File: config.mk
export PLATFORM = sky130hd
export DESIGN_NAME = fetch_stage
export DESIGN_NICKNAME = d
export VERILOG_FILES = /design/src/rtl/cpu_pkg.sv /design/src/rtl/fetch_skid_buffer.sv /design/src/rtl/fetch_stage.sv
export SDC_FILE = /design/constraint.sdc
export NUM_CORES = 1
export LEC_CHECK = 0
export CAP_MARGIN = 0
export CORE_ASPECT_RATIO = 0.8
export CORE_MARGIN = 4
export CORE_UTILIZATION = 24
export CTS_CLUSTER_DIAMETER = 50
export CTS_CLUSTER_SIZE = 28
export DETAILED_ROUTE_END_ITERATION = 6
export HOLD_SLACK_MARGIN = 0.1
export PLACE_DENSITY = 0.52
export SLEW_MARGIN = 0
export SYNTH_ARGS = -nofsm -noshare
export SYNTH_HDL_FRONTEND = slang
export SYNTH_SLANG_ARGS = --single-unit
export TNS_END_PERCENT = 30
File: constraint.sdc
create_clock -name clk -period 12.1 [get_ports clk]
set_input_delay 1.815 -clock clk [delete_from_list [all_inputs] [get_ports clk]]
set_output_delay 1.815 -clock clk [all_outputs]
set_load 0.02 [all_outputs]
File: src/rtl/cpu_pkg.sv
`default_nettype none
// +------------------------------------------------------------------+
// | cpu_pkg: shared CPU widths, PC step and fetch entry type          |
// | Revision: 1.0                                                     |
// +------------------------------------------------------------------+
package cpu_pkg;

    localparam int ADDR_W  = 64;
    localparam int INSTR_W = 32;
    localparam logic [ADDR_W-1:0] PC_STEP = 64'd4;

    typedef struct packed {
        logic [INSTR_W-1:0] instr;
        logic [ADDR_W-1:0]  pc;
    } fetch_entry_t;

    // Sequential successor address; wraps modulo 2^ADDR_W.
    function automatic logic [ADDR_W-1:0] next_pc(input logic [ADDR_W-1:0] pc);
        return pc + PC_STEP;
    endfunction

endpackage
`default_nettype wire

File: src/rtl/fetch_skid_buffer.sv
`default_nettype none
// +------------------------------------------------------------------+
// | fetch_skid_buffer: one-entry holding slot for the in-flight word  |
// | Revision: 1.0                                                     |
// +------------------------------------------------------------------+
module fetch_skid_buffer
    import cpu_pkg::*;
(
    input  logic         clk,
    input  logic         rst,
    input  logic         capture,
    input  logic         drain,
    input  logic         flush,
    input  fetch_entry_t in_entry,
    output logic         full,
    output fetch_entry_t out_entry
);

    // Flush beats capture so a redirect never leaves a stale word behind.
    always_ff @(posedge clk or posedge rst) begin
        if (rst) begin
            full      <= 1'b0;
            out_entry <= '0;
        end else if (flush) begin
            full      <= 1'b0;
        end else if (capture) begin
            full      <= 1'b1;
            out_entry <= in_entry;
        end else if (drain) begin
            full      <= 1'b0;
        end
    end

endmodule
`default_nettype wire

File: src/rtl/fetch_stage.sv
`default_nettype none
// +------------------------------------------------------------------+
// | fetch_stage: pipelined instruction fetch with stall skid/redirect |
// | Optional perf counters when FETCH_PERF_EN is defined.             |
// | Revision: 1.0                                                     |
// +------------------------------------------------------------------+
module fetch_stage
    import cpu_pkg::*;
#(
    parameter logic [ADDR_W-1:0] RESET_PC = 64'h0
) (
    input  logic               clk,
    input  logic               reset,
    output logic [ADDR_W-1:0]  imem_addr,
    input  logic [INSTR_W-1:0] imem_rdata,
    input  logic               stall_in,
    input  logic               redirect_valid,
    input  logic [ADDR_W-1:0]  redirect_pc,
    output logic               if_valid,
    output logic [INSTR_W-1:0] if_instr,
    output logic [ADDR_W-1:0]  if_pc,
    output logic [ADDR_W-1:0]  if_pc_plus4
`ifdef FETCH_PERF_EN
    ,
    output logic [31:0]        perf_stall_cycles,
    output logic [31:0]        perf_flush_count
`endif
);

    logic [ADDR_W-1:0] pc_q;
    logic              resp_valid_q;
    logic [ADDR_W-1:0] resp_pc_q;

    logic              stalled;
    logic              issue;
    logic              out_load;
    logic              skid_capture;
    logic              skid_drain;
    logic              skid_full;
    fetch_entry_t      resp_entry;
    fetch_entry_t      skid_entry;
    logic [ADDR_W-1:0] skid_pc;

    always_comb begin
        stalled      = stall_in && if_valid;
        issue        = !stalled && !redirect_valid;
        out_load     = !if_valid || !stall_in;
        skid_capture = stalled && resp_valid_q;
        skid_drain   = out_load && skid_full;
        resp_entry   = '{instr: imem_rdata, pc: resp_pc_q};
    end

    assign imem_addr   = pc_q;
    assign if_pc_plus4 = next_pc(if_pc);
    assign skid_pc     = skid_entry.pc;

    fetch_skid_buffer u_skid (
        .clk       (clk),
        .rst       (reset),
        .capture   (skid_capture),
        .drain     (skid_drain),
        .flush     (redirect_valid),
        .in_entry  (resp_entry),
        .full      (skid_full),
        .out_entry (skid_entry)
    );

    always_ff @(posedge clk or posedge reset) begin
        if (reset) begin
            pc_q         <= RESET_PC;
            resp_valid_q <= 1'b0;
            resp_pc_q    <= '0;
            if_valid     <= 1'b0;
            if_instr     <= '0;
            if_pc        <= '0;
        end else if (redirect_valid) begin
            pc_q         <= redirect_pc;
            resp_valid_q <= 1'b0;
            if_valid     <= 1'b0;
        end else begin
            resp_valid_q <= issue;
            if (issue) begin
                resp_pc_q <= pc_q;
                pc_q      <= next_pc(pc_q);
            end
            // Skid holds the older word, so it always drains ahead of the response.
            if (out_load) begin
                if (skid_full) begin
                    if_valid <= 1'b1;
                    if_instr <= skid_entry.instr;
                    if_pc    <= skid_pc;
                end else if (resp_valid_q) begin
                    if_valid <= 1'b1;
                    if_instr <= imem_rdata;
                    if_pc    <= resp_pc_q;
                end else begin
                    if_valid <= 1'b0;
                end
            end
        end
    end

`ifdef FETCH_PERF_EN
    always_ff @(posedge clk or posedge reset) begin
        if (reset) begin
            perf_stall_cycles <= '0;
            perf_flush_count  <= '0;
        end else begin
            if (stalled)
                perf_stall_cycles <= perf_stall_cycles + 32'd1;
            if (redirect_valid)
                perf_flush_count  <= perf_flush_count + 32'd1;
        end
    end
`endif

endmodule
`default_nettype wire
Word-level counts from Yosys, hierarchy flattened. Cells that the tools add are included.

Shift-type cells: 0. $add $sub $neg: 2. Divide/modulo/power cells: 0. Equality and inequality tests: 0. Multiplexer cells: 14. Bitwise gates (word level): 1. $lt $le $gt $ge: 0. Multiply operators: 0. Reductions and logical operators: 16.

Operators by type and width (number): 64-bit two-way mux (4); 64-bit by 3-bit adder with 64-bit output (second input constant) (2); 32-bit two-way mux (2); 1-bit two-way mux (8); 2-bit nonzero test (3); 1-bit logical AND (4); 1-bit logical NOT (4); 2-bit AND reduction (2); 3-bit AND reduction (1); 3-bit nonzero test (1); 1-bit logical OR (1); 1-bit NOT (1).

Bits in latches: 0. Word-level logic and storage cells: 42. Memory bits (read-only): 0. Output and inout port bits: 225. Input bits: 100. Memories: 0. RAM bits: 0. Register bits: 323.

Logic depth before layout (Yosys ltp).
Depth after elaboration: 6. Gate-level depth with buffers: 8. Gate-level depth less buffers: 6.

Cells and area by module. A second synthesis with hierarchy kept.

Cells, all modules: 1393. Area, all modules: 15528.6 µm².

Modules (own cells, without submodules): fetch_stage (cells an instance 1184, sequential area each 5655.4 µm², instances 1, area an instance 11713.7 µm²); fetch_skid_buffer (cells an instance 209, sequential area each 2427.3 µm², instances 1, area an instance 3814.9 µm²).

Worst setup path after synthesis. Ideal clock, no wire load.

Path type: register to output. Start point: reg if_pc[21]. End point: out if_pc_plus4[51]. Buffers on the path: 0. Slack: 8.016 ns. Required time: 10.285 ns. Cell stages (with the launch flop): 6. Data arrival time: 2.269 ns. Cells stage by stage: dfrtp_1 nand4_1 or4_4 or3_4 nor4_2 xor2_1.

Word-level cells in the longest chain between the ends: 1.

Ends and longest elaborated chain: from (decl) (RTL line fetch_stage.sv:21) `output logic [ADDR_W-1:0] if_pc,`; from (signal assigned) (RTL line fetch_stage.sv:91) `if_pc <= skid_pc;`; from (signal assigned) (RTL line fetch_stage.sv:95) `if_pc <= resp_pc_q;`; 64-bit by 3-bit adder with 64-bit output (RTL line cpu_pkg.sv:19) `return pc + PC_STEP;`; to (decl) (RTL line fetch_stage.sv:22) `output logic [ADDR_W-1:0] if_pc_plus4`.

Every way passes these cells.

Worst setup path after layout.
Start point: reg if_pc[33]. End point: out if_pc_plus4[59].

The elaborated chain is that of the path after synthesis.

==> metrics.csv <==
metric,value,unit
status,finished clean,
vias in the first global route,12080,
overall die area,0.06851,sq mm
post-DP HPWL,37770,microns
post-synthesis instance area,0.01545,sq mm
"Seq/Total Area, Yosys",0.5233,
total number of vias,12150,
Core Footprint,0.06320,sq mm
hold depth,1,
gr ovfl total,0,
final critical path time including I/O delays and setup,5.678,ns
filler cell count,6485,
cell taking the most area after synthesis,dfrtp_1,
Net Sw Frac,0.3315,
cts repair resizes,0,
routability congestion estimate,0.8124,
worst stage delay on the critical path,0.68,ns
Psw,0.001262,W
Max Cap Viol,0,
reg2reg path depth,7,
Tcrit/Tclk final,0.4692,
Max VDD drop,0.09418,mV
Final Setup Violations,0,
Slew @ Worst Pin,1.111,ns
Post-synth EDFFs,0,
CTS tree,yes,
startpoint types,flop,
DRC,0,
vias per cell,4.696,
#FFs+latches synth,323,
post-CTS setup buffer count,0,
Synth async-reset ratio,1.000,
share of the synthesized area in the top cell type,0.5233,
top post-synthesis cells by count,"dfrtp_1 (323), mux2_2 (163), nor2_1 (136)",
Combinational Power Share,0.270,
largest net degree at the start of global routing,161,
die height,234.9,microns
CTS Buffer Depth,3,
hold buffer count at cts,0,
dpl cell area,0.01956,sq mm
Antenna Nets Post-Route,0,
YS warnings,0,
CP Data Arrival Time,3.86,ns
Unique masters post-synth,56,
Worst Path Required,10.28,ns
kind of critical path,reg2out,
unrepaired setup endpoints after global routing,false,
drt first pass iters,5,
Avg WL per Cell,20.26,microns
crit path max fanout,11,
worst hold path type,reg2reg,
Die X,291.6,microns
CTS Buf Count,41,
port bufs,324,
Initial Util,0.2444,
final setup TNS,0,ns
post-layout util,0.3312,
clock power share,0.324,
Total Wirelength,52430,microns
Leakage,8.117,nW
crit path cell chain,"nand4_1, nor4_1, nand4_1, nor4_1, xor2_1, clkdlybuf4s50_1",
"Clk Latency, worst-skew pair",0.55,ns
Root Driver,clkbuf_16,
Syn Inst Count,1411,
Pwr Density,181.8,mW/mm^2
Sequential Power Share,0.406,
"Top FF cell, synth",dfrtp_1,
Worst-path clk slew,0.06,ns
fmax,0.1761,GHz
Avg Inst Size Synth,10.95,sq um
Final Slew Violations,0,
1st-iter DRT viols,610,
Final nets,1818,
final hold vios,0,
first-pass GRT wire length,78800,microns
CP Capture Type,primary output,
Setup Skew,0.01673,ns
CP max stage cell,nor4_1,
Rel. slew slack,0.2591,
initial antenna violation count,1,
Syn Nets,1513,
CTS sink cnt,323,
gr usage total,0.1486,
row count,82,
Internal Pwr Total,0.002544,W
"top cells by area, synth","dfrtp_1 (52%), mux2_2 (12%), mux2i_1 (6.5%)",
post-route design area,0.02094,sq mm
"count leader, synth",dfrtp_1,
ratio of cells with drive above 1 in the final layout,0.1552,
Area Growth Syn to Fin,35.54,%
CTS H-Tree Depth,2,
Ports,325,
[power by group through the flow]
| stage | clock, W | sequential [W] | combinational [W] |
|---|---|---|---|
| detailed placement | 0 | 0.00157 | 0.00104 |
| finish | 0.00123 | 0.00155 | 0.00103 |
| global placement | 0 | 0.00155 | 0.00103 |
| floorplan | 0 | 0.00161 | 0.000464 |
| global route | 0.00132 | 0.00158 | 0.00110 |
| CTS | 0.00128 | 0.00155 | 0.00104 |
[cell usage in the layout, fill, tap and decap left out, types with 39 or more instances in the layout]
cell type / count
clkdlybuf4s50_1: 323
dfrtp_1: 322
mux2_2: 163
nor2_1: 136
mux2i_1: 100
a21oi_1: 98
nand2_1: 93
xnor2_1: 59
nand3_1: 50
nand4_1: 44
clkbuf_16: 43
o21ai_0: 39
[sequential cells by signal (all words and copies together) (netlist names)]
signal            cells
imem_addr            64
u_skid.out_entry     96
u_skid.full           1
resp_valid_q          1
if_instr             32
if_valid              1
resp_pc_q            64
if_pc                64
[stage by stage]
stage	instances	hold WS [ns]	setup slack, ns	power, W
2_1_floorplan	1411	0.4792	1.344	0.002069
3_5_place_dp	2513	0.4930	6.858	0.002604
4_1_cts	2586	0.5056	6.243	0.003873
3_3_place_gp	2513	0.4858	6.966	0.002583
5_1_grt	2586	0.5106	5.952	0.004009
6_report	2588	0.5035	6.422	0.003806
[path summary, 6_finish.rpt]
| path | start | slack [ns] | endpoint |
|---|---|---|---|
| max in group asynchronous | reset | 8.12 | resp_pc_q[45] |
| min in group asynchronous | reset | 1.76 | if_instr[2] |
| min | u_skid.out_entry[4] | 0.50 | u_skid.out_entry[4] |
| max reg2reg | imem_addr[2] | 8.79 | imem_addr[46] |
| min reg2reg | u_skid.out_entry[4] | 0.50 | u_skid.out_entry[4] |
| max | if_pc[33] | 6.42 | if_pc_plus4[59] |
[cell families after synthesis]
logic type	Yosys count	share of synthesized area
fa+ha+maj	2	0.001620
flops	323	0.5233
mux	263	0.1836
buf+inv	99	0.02649
compound gates	177	0.06335
xor+xnor	93	0.05273
simple gates	454	0.1489
[metal layers]
| metal | part of all wire | track usage |
|---|---|---|
| met2 | 0.45 | 0.2287 |
| met1 | 0.48 | 0.2120 |
| met3 | 0.051 | 0.03201 |
| met5 | 0 | 0 |
| met4 | 0.020 | 0.03909 |
[layout make-up]
cell class | count | area, sq um | share of cell area
clock inverter | 27 | 260.3 | 0.01243
multi-input combinational | 989 | 6973 | 0.3331
sequential | 323 | 8087 | 0.3863
timing repair buffer | 338 | 3358 | 0.1604
clock buffer | 46 | 1107 | 0.05289
tap | 840 | 1051 | 0.05020
inverter | 23 | 93.84 | 0.004482
antenna | 2 | 5.005 | 0.0002391
[critical path, delay by kind of cell, from the launching register on]
kind / cells / cell delay [ns]
XOR/XNOR: 1 / 0.18
buffers and inverters: 1 / 0.62
flip-flops: 1 / 0.44
AND/OR/NAND/NOR: 4 / 2.09
(Power assumes the default switching activity.)
==> edit 1, RTL diff (config.mk and constraints unchanged) <==
The package constant `INSTR_W` goes from 32 to 28.
--- a/src/rtl/cpu_pkg.sv
+++ b/src/rtl/cpu_pkg.sv
@@ -6,7 +6,7 @@
 package cpu_pkg;
 
     localparam int ADDR_W  = 64;
-    localparam int INSTR_W = 32;
+    localparam int INSTR_W = 28;
     localparam logic [ADDR_W-1:0] PC_STEP = 64'd4;
 
     typedef struct packed {
Ports: changed (resized if_instr and imem_rdata); port bits go from 325 to 317. The function was not compared with the original's and may differ.
==> edit 1 against the original RTL <==
Routed wire length rose by 1.4%; final area fell by 0.89%; global-route usage rose by 0.59 points; total power rose by 1.6%; synthesized area fell by 1.8%; non-clock buffer count fell by 5; sequential cell count fell by 8; die area fell by 1.8%; core utilization barely moved; setup slack got worse by 0.22 ns; highest routed layer unchanged.
==> edit 1: results (changes against the original RTL) <==
| Metric | Value |
|---|---|
| Number of optimization iterations in the first detailed-route pass | `7 (+2)` |
| Outcome | `completed` |
| Source of the worst hold timing path | `u_skid.out_entry[23]$_DFFE_PP0P_` |
| Fin nets | `1803 (-0.83%)` |
| Xor and xnor area share after synthesis | `0.0537 (+0.000983)` |
| Vias per cell | `4.71 (+0.35%)` |
| Normalized max-slew margin | `0.247 (-0.0121)` |
| Detailed Route Iter0 Violations | `726 (+19%)` |
| Number of fill cells in the layout | `6340 (-2.2%)` |
| Post-route met1 wirelength | `25400 um (+1.6%)` |
| Met1 demand-to-capacity share in global routing | `0.223 (+0.0111)` |
| Via count of the first global-routing pass | `12100 (+0.34%)` |
| Layout Skew | `0.0277 ns (+0.0109 ns)` |
| Worst stage delay on the critical path | `0.85 ns (+0.17 ns)` |
| Number of flip-flops under the largest register name | `92 (-4.2%)` |
| RR Endpoint | `imem_addr[49]$_DFFE_PP0N_` |
| Startpoint of the most critical setup path | `if_pc[31]$_DFFE_PP0P_` |
| Detailed route wirelength on metal2 | `23300 um (-1.7%)` |
| Endpoint arrival time on the critical path | `4.08 ns (+0.22 ns)` |
| Final Wtd Congestion | `0.797 (-1.9%)` |
| Hold Path Sink | `u_skid.out_entry[23]$_DFFE_PP0P_` |
| Global-route wire length before repair | `79200 um (+0.45%)` |
| Total GRT Usage | `0.155 (+0.00594)` |
| R2R setup slack | `8.90 ns (+0.11 ns)` |
| Met2 GRT Util | `0.234 (+0.00525)` |
| Adder and majority cell fraction of the synthesized area | `0.00165 (+0.0000302)` |
| Clock latency at the later pin of the worst-skew pair | `0.57 ns (+0.02 ns)` |
| Post-synthesis sequential area ratio | `0.520 (-0.00344)` |
| Cell variety after synth | `41 (-27%)` |
edit 1: through the flow:
stage                     std cells  setup slack (ns)  hold WS [ns]  power [mW]
after floorplan                1410              1.57         0.479        2.03
after global placement         2500              6.72         0.486        2.55
after detailed placement       2500              6.69         0.493        2.57
after CTS                      2580              6.05         0.505        3.93
after global routing           2580              5.92         0.512        4.07
final                          2581              6.20         0.502        3.86
edit 1: layout make-up:
| type | count | area share |
|---|---|---|
| Multi-Input combinational cell | 991 | 0.334 |
| Sequential cell | 315 | 0.380 |
| Clock inverter | 34 | 0.0195 |
| Timing Repair Buffer | 333 | 0.159 |
| Clock buffer | 46 | 0.0529 |
| Tap cell | 840 | 0.0507 |
| Antenna cell | 1 | 0.000121 |
| Inverter | 21 | 0.00416 |
edit 1: report_power, final:
group	total [mW]	internal (mW)	switching [mW]
combinational	1.01	0.505	0.509
clock	1.33	0.773	0.553
sequential	1.53	1.28	0.242
total	3.86	2.56	1.30
==> edit 2, RTL diff (config.mk and constraints unchanged) <==
Without the edit above. Add a define of `FETCH_PERF_EN`.
--- a/src/rtl/fetch_stage.sv
+++ b/src/rtl/fetch_stage.sv
@@ -4,6 +4,8 @@
 // | Optional perf counters when FETCH_PERF_EN is defined.             |
 // | Revision: 1.0                                                     |
 // +------------------------------------------------------------------+
+`define FETCH_PERF_EN
+
 module fetch_stage
     import cpu_pkg::*;
 #(
Check against the original RTL (old outputs only; new: perf_flush_count and perf_stall_cycles): same outputs for any inputs over 4 cycles, from zero or initial values and one cycle with reset high; that may be too few to reach the edited logic, so the function may still have changed.
==> edit 2 against the original RTL <==
Critical path depth stayed put; clock power grew 31%; hold slack worse by 0.030 ns; clock skew up 0.011 ns; setup slack worse by 0.050 ns; routed wire length up 16%; synthesized area grew 18%; first-iteration DRC count up 33%; final area up 19%; non-clock buffer count increased by 65; sequential power up 17%; via count grew 16%; total power rose by 20%; sequential cell count grew 64.
==> edit 2: results (changes against the original RTL) <==
| Metric | Value |
|---|---|
| Outcome | `completed` |
| Number of cells in the design after placement | `2979 (+19%)` |
| Port-buffer cells | `388 (+20%)` |
| Compound-Gate Fraction of Synth Area | `0.0531 (-0.0102)` |
| Met3 routing resource usage after global routing | `0.0412 (+0.00918)` |
| RR Endpoint | `if_instr[3]$_DFFE_PP0P_` |
| Top routing layer in use | `met5` |
| Number of fill cells in the layout | `7575 (+17%)` |
| Total GRT Usage | `0.148 (-0.000843)` |
| Number of antenna violations at the first check in global routing | `5 (+4)` |
| Pin count of the biggest net entering global routing | `163 (+1.2%)` |
| Endpoint arrival time on the critical path | `3.91 ns (+0.05 ns)` |
| Placed cell area | `23100 um^2 (+18%)` |
| R2R setup slack | `8.51 ns (-0.28 ns)` |
| Source of the worst hold timing path | `perf_flush_count[31]$_DFFE_PP0P_` |
| Share of the clock period used by the worst path after layout | `0.473 (+0.00416)` |
| Share of layout cells above drive strength 1 | `0.142 (-0.0135)` |
| Met2 GRT Util | `0.224 (-0.00431)` |
| Final Wtd Congestion | `0.840 (+3.4%)` |
| Total clock buffers created by CTS | `51 (+24%)` |
| Normalized max-slew margin | `0.270 (+0.0104)` |
| Post-synthesis sequential area ratio | `0.533 (+0.00940)` |
| Non-Filler Instances | `3076 (+19%)` |
| Number of optimization iterations in the first detailed-route pass | `7 (+2)` |
| Detailed Route Iter0 Violations | `811 (+33%)` |
edit 2: cell count changes after synthesis, sizes merged, moves of 13 or more:
cell	delta
xnor2	+30
dfrtp	+64
nor2	+26
nor3	+13
nand3	+30
xor2	+28
edit 2: cell type report:
type / instances / area, um^2 / area share
clock inverters: 41 / 514 / 0.0206
well taps: 1001 / 1250 / 0.0502
inverters: 24 / 93.8 / 0.00376
clock buffers: 55 / 1320 / 0.0529
diodes: 1 / 2.50 / 0.000100
flip-flops and latches: 387 / 9690 / 0.388
repair buffers: 403 / 4020 / 0.161
multi-input cells: 1164 / 8070 / 0.323
edit 2: report_power, final:
| group | switching (mW) | leakage [nW] | internal [mW] |
|---|---|---|---|
| registers | 0.268 | 4.63 | 1.55 |
| logic | 0.570 | 4.30 | 0.557 |
| clock network | 0.674 | 0.891 | 0.935 |
